<file path="config.mk">
export PLATFORM = sky130hd
export DESIGN_NAME = ras
export DESIGN_NICKNAME = d
export VERILOG_FILES = /design/src/rtl/ras.sv
export SDC_FILE = /design/constraint.sdc
export NUM_CORES = 1
export LEC_CHECK = 0
export ABC_CLOCK_PERIOD_IN_PS = 7800
export BUFFER_PORTS_ARGS = -buffer_cell sky130_fd_sc_hd__buf_4
export CORE_MARGIN = 4
export CORE_UTILIZATION = 31
export CTS_CLUSTER_SIZE = 14
export DETAILED_ROUTE_END_ITERATION = 16
export PLACE_DENSITY = 0.44
export SYNTH_ARGS = -nofsm -noshare
export SYNTH_HDL_FRONTEND = slang
export SYNTH_SLANG_ARGS = --single-unit
export TNS_END_PERCENT = 30
</file>
<file path="constraint.sdc">
create_clock -name clk -period 7.8 [get_ports clk]
set_input_delay 2.34 -clock clk [delete_from_list [all_inputs] [get_ports clk]]
set_output_delay 2.34 -clock clk [all_outputs]
set_load 0.02 [all_outputs]
</file>
<file path="src/rtl/ras.sv">
// ras: return address stack with a speculative front-end copy repaired from a committed copy on flush
module ras #(
    parameter int DEPTH = 8,
    parameter int AW    = 30
) (
    input  logic          clk,
    input  logic          rst_n,
    input  logic          f_push_i,
    input  logic          f_pop_i,
    input  logic [AW-1:0] f_pc_i,
    output logic [AW-1:0] top_o,
    output logic          top_valid_o,
    input  logic          stall_i,
    input  logic          upd_valid_i,
    input  logic          upd_flush_i,
    input  logic [1:0]    upd_br_type_i,
    input  logic [AW-1:0] upd_pc_i,
    input  logic          csr_flush_i
);
    localparam int PW = $clog2(DEPTH);
    localparam logic [PW:0] FULL = (PW+1)'(DEPTH);
    localparam logic [1:0] BR_CALL = 2'd2;
    localparam logic [1:0] BR_RETURN = 2'd3;

    logic [AW-1:0] spec_stk [DEPTH];
    logic [AW-1:0] com_stk [DEPTH];
    logic [AW-1:0] spec_n [DEPTH];
    logic [AW-1:0] com_n [DEPTH];
    logic [PW-1:0] sp, cp, sp_n, cp_n;
    logic [PW:0]   sc, cc, sc_n, cc_n;
    logic          commit, rflush;

    assign commit = upd_valid_i & ~stall_i;
    assign rflush = (upd_flush_i & ~stall_i) | csr_flush_i;
    assign top_valid_o = sc != '0;
    assign top_o = top_valid_o ? spec_stk[sp] : '0;

    always_comb begin
        com_n = com_stk;
        cp_n = cp;
        cc_n = cc;
        if (commit && upd_br_type_i == BR_CALL) begin
            cp_n = cp + 1'b1;
            com_n[cp_n] = upd_pc_i + 1'b1;
            cc_n = (cc == FULL) ? cc : cc + 1'b1;
        end else if (commit && upd_br_type_i == BR_RETURN && cc != '0) begin
            cp_n = cp - 1'b1;
            cc_n = cc - 1'b1;
        end
    end

    // flush takes the committed stack including this cycle's commit op
    always_comb begin
        spec_n = spec_stk;
        sp_n = sp;
        sc_n = sc;
        if (rflush) begin
            spec_n = com_n;
            sp_n = cp_n;
            sc_n = cc_n;
        end else if (f_push_i && f_pop_i && sc != '0) begin
            spec_n[sp] = f_pc_i + 1'b1;
        end else if (f_push_i) begin
            sp_n = sp + 1'b1;
            spec_n[sp_n] = f_pc_i + 1'b1;
            sc_n = (sc == FULL) ? sc : sc + 1'b1;
        end else if (f_pop_i && sc != '0) begin
            sp_n = sp - 1'b1;
            sc_n = sc - 1'b1;
        end
    end

    always_ff @(posedge clk or negedge rst_n) begin
        if (!rst_n) begin
            spec_stk <= '{default: '0};
            com_stk <= '{default: '0};
            sp <= '0;
            cp <= '0;
            sc <= '0;
            cc <= '0;
        end else begin
            spec_stk <= spec_n;
            com_stk <= com_n;
            sp <= sp_n;
            cp <= cp_n;
            sc <= sc_n;
            cc <= cc_n;
        end
    end

    a_spec_cnt: assert property (@(posedge clk) disable iff (!rst_n) sc <= FULL);
    a_com_cnt: assert property (@(posedge clk) disable iff (!rst_n) cc <= FULL);
    a_valid: assert property (@(posedge clk) disable iff (!rst_n) top_valid_o == (sc != '0));
endmodule

</file>
## Yosys cells after proc, flatten, opt, wreduce, memory -nomap -nowiden

Cells that the tools add are included.

| storage, ports and cells | value |
|---|---|
| flip-flop bits (word level) | 494 |
| input bits | 70 |
| word-level logic and storage cells | 95 |
| output and inout port bits | 31 |

| operators by class | value |
|---|---|
| eq/ne operators | 6 |
| multiplexer cells | 31 |
| order comparisons | 6 |
| bitwise gates (word level) | 7 |
| reductions and logical operators | 15 |
| add/sub/neg operators | 10 |

Operators with widths:

| operator | number |
|---|---|
| two-way mux 240 bit | 4 |
| bitwise mux 240 bit | 3 |
| demux 30 bit (select 3 bit) | 3 |
| two-way mux 30 bit | 6 |
| binary-select mux 30 bit (select 3 bit) | 1 |
| adder 30 x 1 -> 30 bit, second input constant | 2 |
| two-way mux 4 bit | 8 |
| two-way mux 3 bit | 6 |
| >= comparator 4 bit, second input constant | 3 |
| less-than comparator 4 x 1 -> 1 bit, second input constant | 3 |
| inverter 3 -> 4 bit | 3 |
| logical AND 1 bit | 9 |
| adder 4 x 1 -> 4 bit, second input constant | 2 |
| == test 4 bit, second input constant | 2 |
| nonzero test 4 bit | 2 |
| subtractor 4 x 1 -> 4 bit, second input constant | 2 |
| adder 3 x 1 -> 3 bit, second input constant | 2 |
| nonzero test 3 bit | 2 |
| subtractor 3 x 1 -> 3 bit, second input constant | 2 |
| == test 2 bit, second input constant | 2 |
| inequality test 3 bit, second input constant | 1 |
| AND reduction 3 bit | 1 |
| AND 1 bit | 2 |
| inequality test 2 bit, second input constant | 1 |
| other kinds (3) | 3 |

## Depth between registers and ports, before layout

| depth | value |
|---|---|
| depth in word-level cells | 10 |
| mapped depth | 11 |
| mapped depth without buffers | 7 |

## Worst setup path before layout

Ideal clock, no wire load.

| timing path | value |
|---|---|
| kind | reg2out |
| start point | register sp[0] |
| end point | output port top_o[23] |
| path slack | 3.356 ns |
| arrival | 2.104 ns |
| data required time | 5.460 ns |
| cell stages (with the launch flop) | 7 |
| path through | dfrtp_1 clkbuf_1 nor3_1 clkbuf_1 buf_1 a22oi_1 a31oi_1 |

| on the way | value |
|---|---|
| cells in the longest elaborated chain, start to end | 5 |

RTL lines:

| what | RTL line | source |
|---|---|---|
| from (decl) | 29 | `logic [PW-1:0] sp, cp, sp_n, cp_n;` |
| from (signal assigned) | 84 | `sp <= sp_n;` |
| inverter 3 -> 4 bit (implied by the code) | 36 | `assign top_o = top_valid_o ? spec_stk[sp] : '0;` |
| binary-select mux 30 bit (select 3 bit) | 36 |  |
| two-way mux 30 bit (implied by the code) (2 in a row) | 36 |  |
| two-way mux 30 bit | 36 |  |
| to (decl) | 11 | `output logic [AW-1:0] top_o,` |

No other way between the ends. The select of a mux whose other input is x is not followed.

## Worst setup path in the final report

| timing path | value |
|---|---|
| start point | register sp[0] |
| end point | output port top_o[10] |

Same word-level chain as after synthesis.

==> metrics.md <==
| Metric | Value |
|---|---|
| Hpwl dp | around 65 mm |
| H-tree depth | 2 |
| Worst Path Required | 5460 ps |
| Drt pass-1 iters | 6 |
| First-pass GRT wire length | 158 mm |
| CP startpoint kind | flip-flop |
| Peak supply drop | 0.209 mV |
| Endpoint class of the critical path | primary output |
| Initial antenna violation count | 2 |
| Hold Buf Count CTS | 0 |
| Vias in the first global route | 21,873 |
| Reg2reg setup slack | 3310 ps |
| Port bufs | 100 |
| Synth Instances | about 2,600 |
| Largest net degree at the start of global routing | 133 |
| End of the worst hold path | com_stk[151] |
| Later-pin clock latency in the skew report | 640 ps |
| Total Wirelength | around 110 mm |
| Critical Path AT | 3640 ps |
| Num CTS Buffers | 57 |
| Worst R2R Path Depth | 6 |
| Antenna viol nets, final | 0 |
| Die area | about 0.083 mm2 |
| R2r startpoint | cp[0] |
| Initial Util | 0.314 |
| Yosys cell types | 80 |
| TNS Setup | 0 ps |
| CTS max path bufs | 3 |
| Hold path startpoint | com_stk[151] |
| Most frequent cells in the layout | 494 x dfrtp_1, 418 x nor2_1, 223 x nor3_1 |
| Clk sinks | ~500 |
| Fin crit period | 5980 ps |
| Slew @ Worst Pin | 1280 ps |
| Max Fclk | ~0.17 GHz |
| Clk_skew | 26.6 ps |
| Area Overhead vs Synth | 15.8% |
| DRT iter0 DRCs | 2,356 |
| Layout cells sized above 1 | 0.126 |
| Avg WL per Cell | 29.9 um |
| Core ar. | 0.0777 mm2 |
| Slew headroom | 0.143 |
| Synth Flop Type | dfrtp_1 |
| Pwr Density | 396 mW/mm2 |
| FFs w/ async S/R, synth | 1.00 |
| Fin worst setup slack | 1820 ps |
| Clock-pin slew on the worst setup and hold paths | roughly 70 ps |
| Pre-CTS setup slack | 2280 ps |
| Run status | completed |
| Post-synth EDFFs | 0 |
| # DRC | 0 |
| WS Path Type | reg2out |
| Static Leak | between 10 and 15 nW |
| Fin. max-slew vios | 0 |
| Max FO, Critical Path | 23 |
| CTS tree | built |
| Register bit total from synthesis | 494 |
| Syn_area_per_cell | ~9.4 um2 |
| Tot GR Track Use | 0.260 |
| Remaining Overflow, GRT | 0 |
| CTS root buffer | clkbuf_16 |
| Max-cap violations | 0 |
| Most frequent standard cell in the layout excluding fill and tap cells | dfrtp_1 |
| Row count | 102 |
| Final nets | 2,687 |
| RR Endpoint | spec_stk[56] |
| Final setup viols | 0 |
| Vias per cell | 6.10 |
| Hold WC Path Type | reg2reg |
| Die Wd | 289 um |
| RSZ-0062 raised after global routing | false |
| Die height | around 290 um |
| Hold Fails Final Rpt | 0 |
| Routability cong. | 0.845 |
| Post-CTS setup buffers | 0 |
| Routed vias | 22,539 |
| PostCTS Resize Cnt | 0 |
| Yosys warning count | 0 |
| Post-synthesis sequential area ratio | 0.507 |
| I/O pin count | 101 |
| Cell depth of the worst hold path | 2 |
| Syn Nets | 2,664 |
| Tcrit/Tclk final | 0.766 |
| Post-synthesis instance area | 0.0244 mm2 |
## flip-flops by register name (all words and copies together) (netlist names)
name / count
sp: 3
cp: 3
cc: 4
com_stk: 240
spec_stk: 240
sc: 4
## where the power goes
| part | leakage (nW) | switching (mW) | internal (mW) |
|---|---|---|---|
| combinational | 4.66 | 2.66 | 1.43 |
| sequential | 6.30 | 0.576 | 3.70 |
| clock | 0.958 | 1.15 | 1.68 |
## critical path, stage by stage, from the launching register on
cell and delay, ps:
dfrtp_1 650, and3_2 940, buf_4 370, a221oi_1 110, a31oi_1 650, buf_4 270
## worst max-delay path by stage
stage | end | from
3_3_place_gp | spec_stk[181] | stall_i
4_1_cts | top_o[20] | sp[1]
3_5_place_dp | spec_stk[233] | stall_i
5_1_grt | top_o[20] | sp[1]
6_report | top_o[10] | sp[0]
2_1_floorplan | top_o[23] | sp[0]
## metal layers
layer | vias up | share of wire | global-route usage
met5 | - | 0 | 0
met4 | 0 | 0.029 | 0.0760
met3 | 172 | 0.073 | 0.0415
met2 | 1016 | 0.46 | 0.409
met1 | 11638 | 0.44 | 0.370
li1 | 9713 | - | -
## Yosys cell counts, drive strengths merged, types with 5 or more instances
master | n | area (um2)
nor4 | 30 | 363
a31oi | 43 | 269
xnor2 | 19 | 174
a21boi | 13 | 97.6
clkbuf | 162 | 609
a221oi | 33 | 289
a221o | 11 | 110
or4 | 11 | 86.3
o31a | 23 | 210
o2bb2ai | 18 | 158
o211ai | 10 | 75.1
dfrtp | 494 | 12400
and4 | 11 | 96.3
a21o | 20 | 150
a22o | 35 | 307
xor2 | 20 | 175
o21a | 17 | 128
and3 | 37 | 231
a22oi | 60 | 450
a2bb2oi | 8 | 70.1
mux2 | 14 | 158
ha | 10 | 125
a211o | 20 | 175
nand2 | 152 | 571
nand4 | 35 | 255
nand3 | 53 | 270
o32ai | 127 | 1120
o221ai | 17 | 149
o21ai | 204 | 1020
nor2 | 418 | 1570
o21ba | 5 | 50.1
a211oi | 14 | 110
buf | 35 | 175
and2 | 12 | 75.1
inv | 39 | 146
a21oi | 58 | 290
nor3 | 231 | 1200
o22ai | 23 | 144
## cell families after synthesis
group,after synthesis,synth area share
buffers and inverters,236,0.0382
XOR/XNOR,39,0.0143
flip-flops,494,0.507
AND/OR/NAND/NOR,1012,0.201
multiplexers,16,0.00728
adder cells (fa/ha/maj),11,0.00595
AO/OA/AOI/OAI,775,0.227
## metrics by stage
stage | hold slack, ps | power [mW] | instance area [um2] | instances | utilization
floorplan | 426 | 6.58 | 24400 | 2583 | -
global placement | 438 | 8.24 | 26300 | 3587 | 0.339
detailed placement | 448 | 8.34 | 26300 | 3587 | 0.339
CTS | 461 | 11.2 | 28300 | 3691 | 0.364
global route | 495 | 11.7 | 28300 | 3691 | 0.364
finish | 458 | 11.2 | 28300 | 3692 | 0.364
## area by class of cell
type / instances / area [um2]
Timing Repair Buffer: 161 / 1280
Tap cell: 1040 / 1300
Clock inverter: 14 / 206
Fill cell: 7768 / 49500
Multi-Input combinational cell: 1853 / 11200
Inverter: 39 / 146
Clock buffer: 90 / 1730
Antenna cell: 1 / 2.50
Sequential cell: 494 / 12400
No activity file was read; power rests on OpenSTA's default activity.
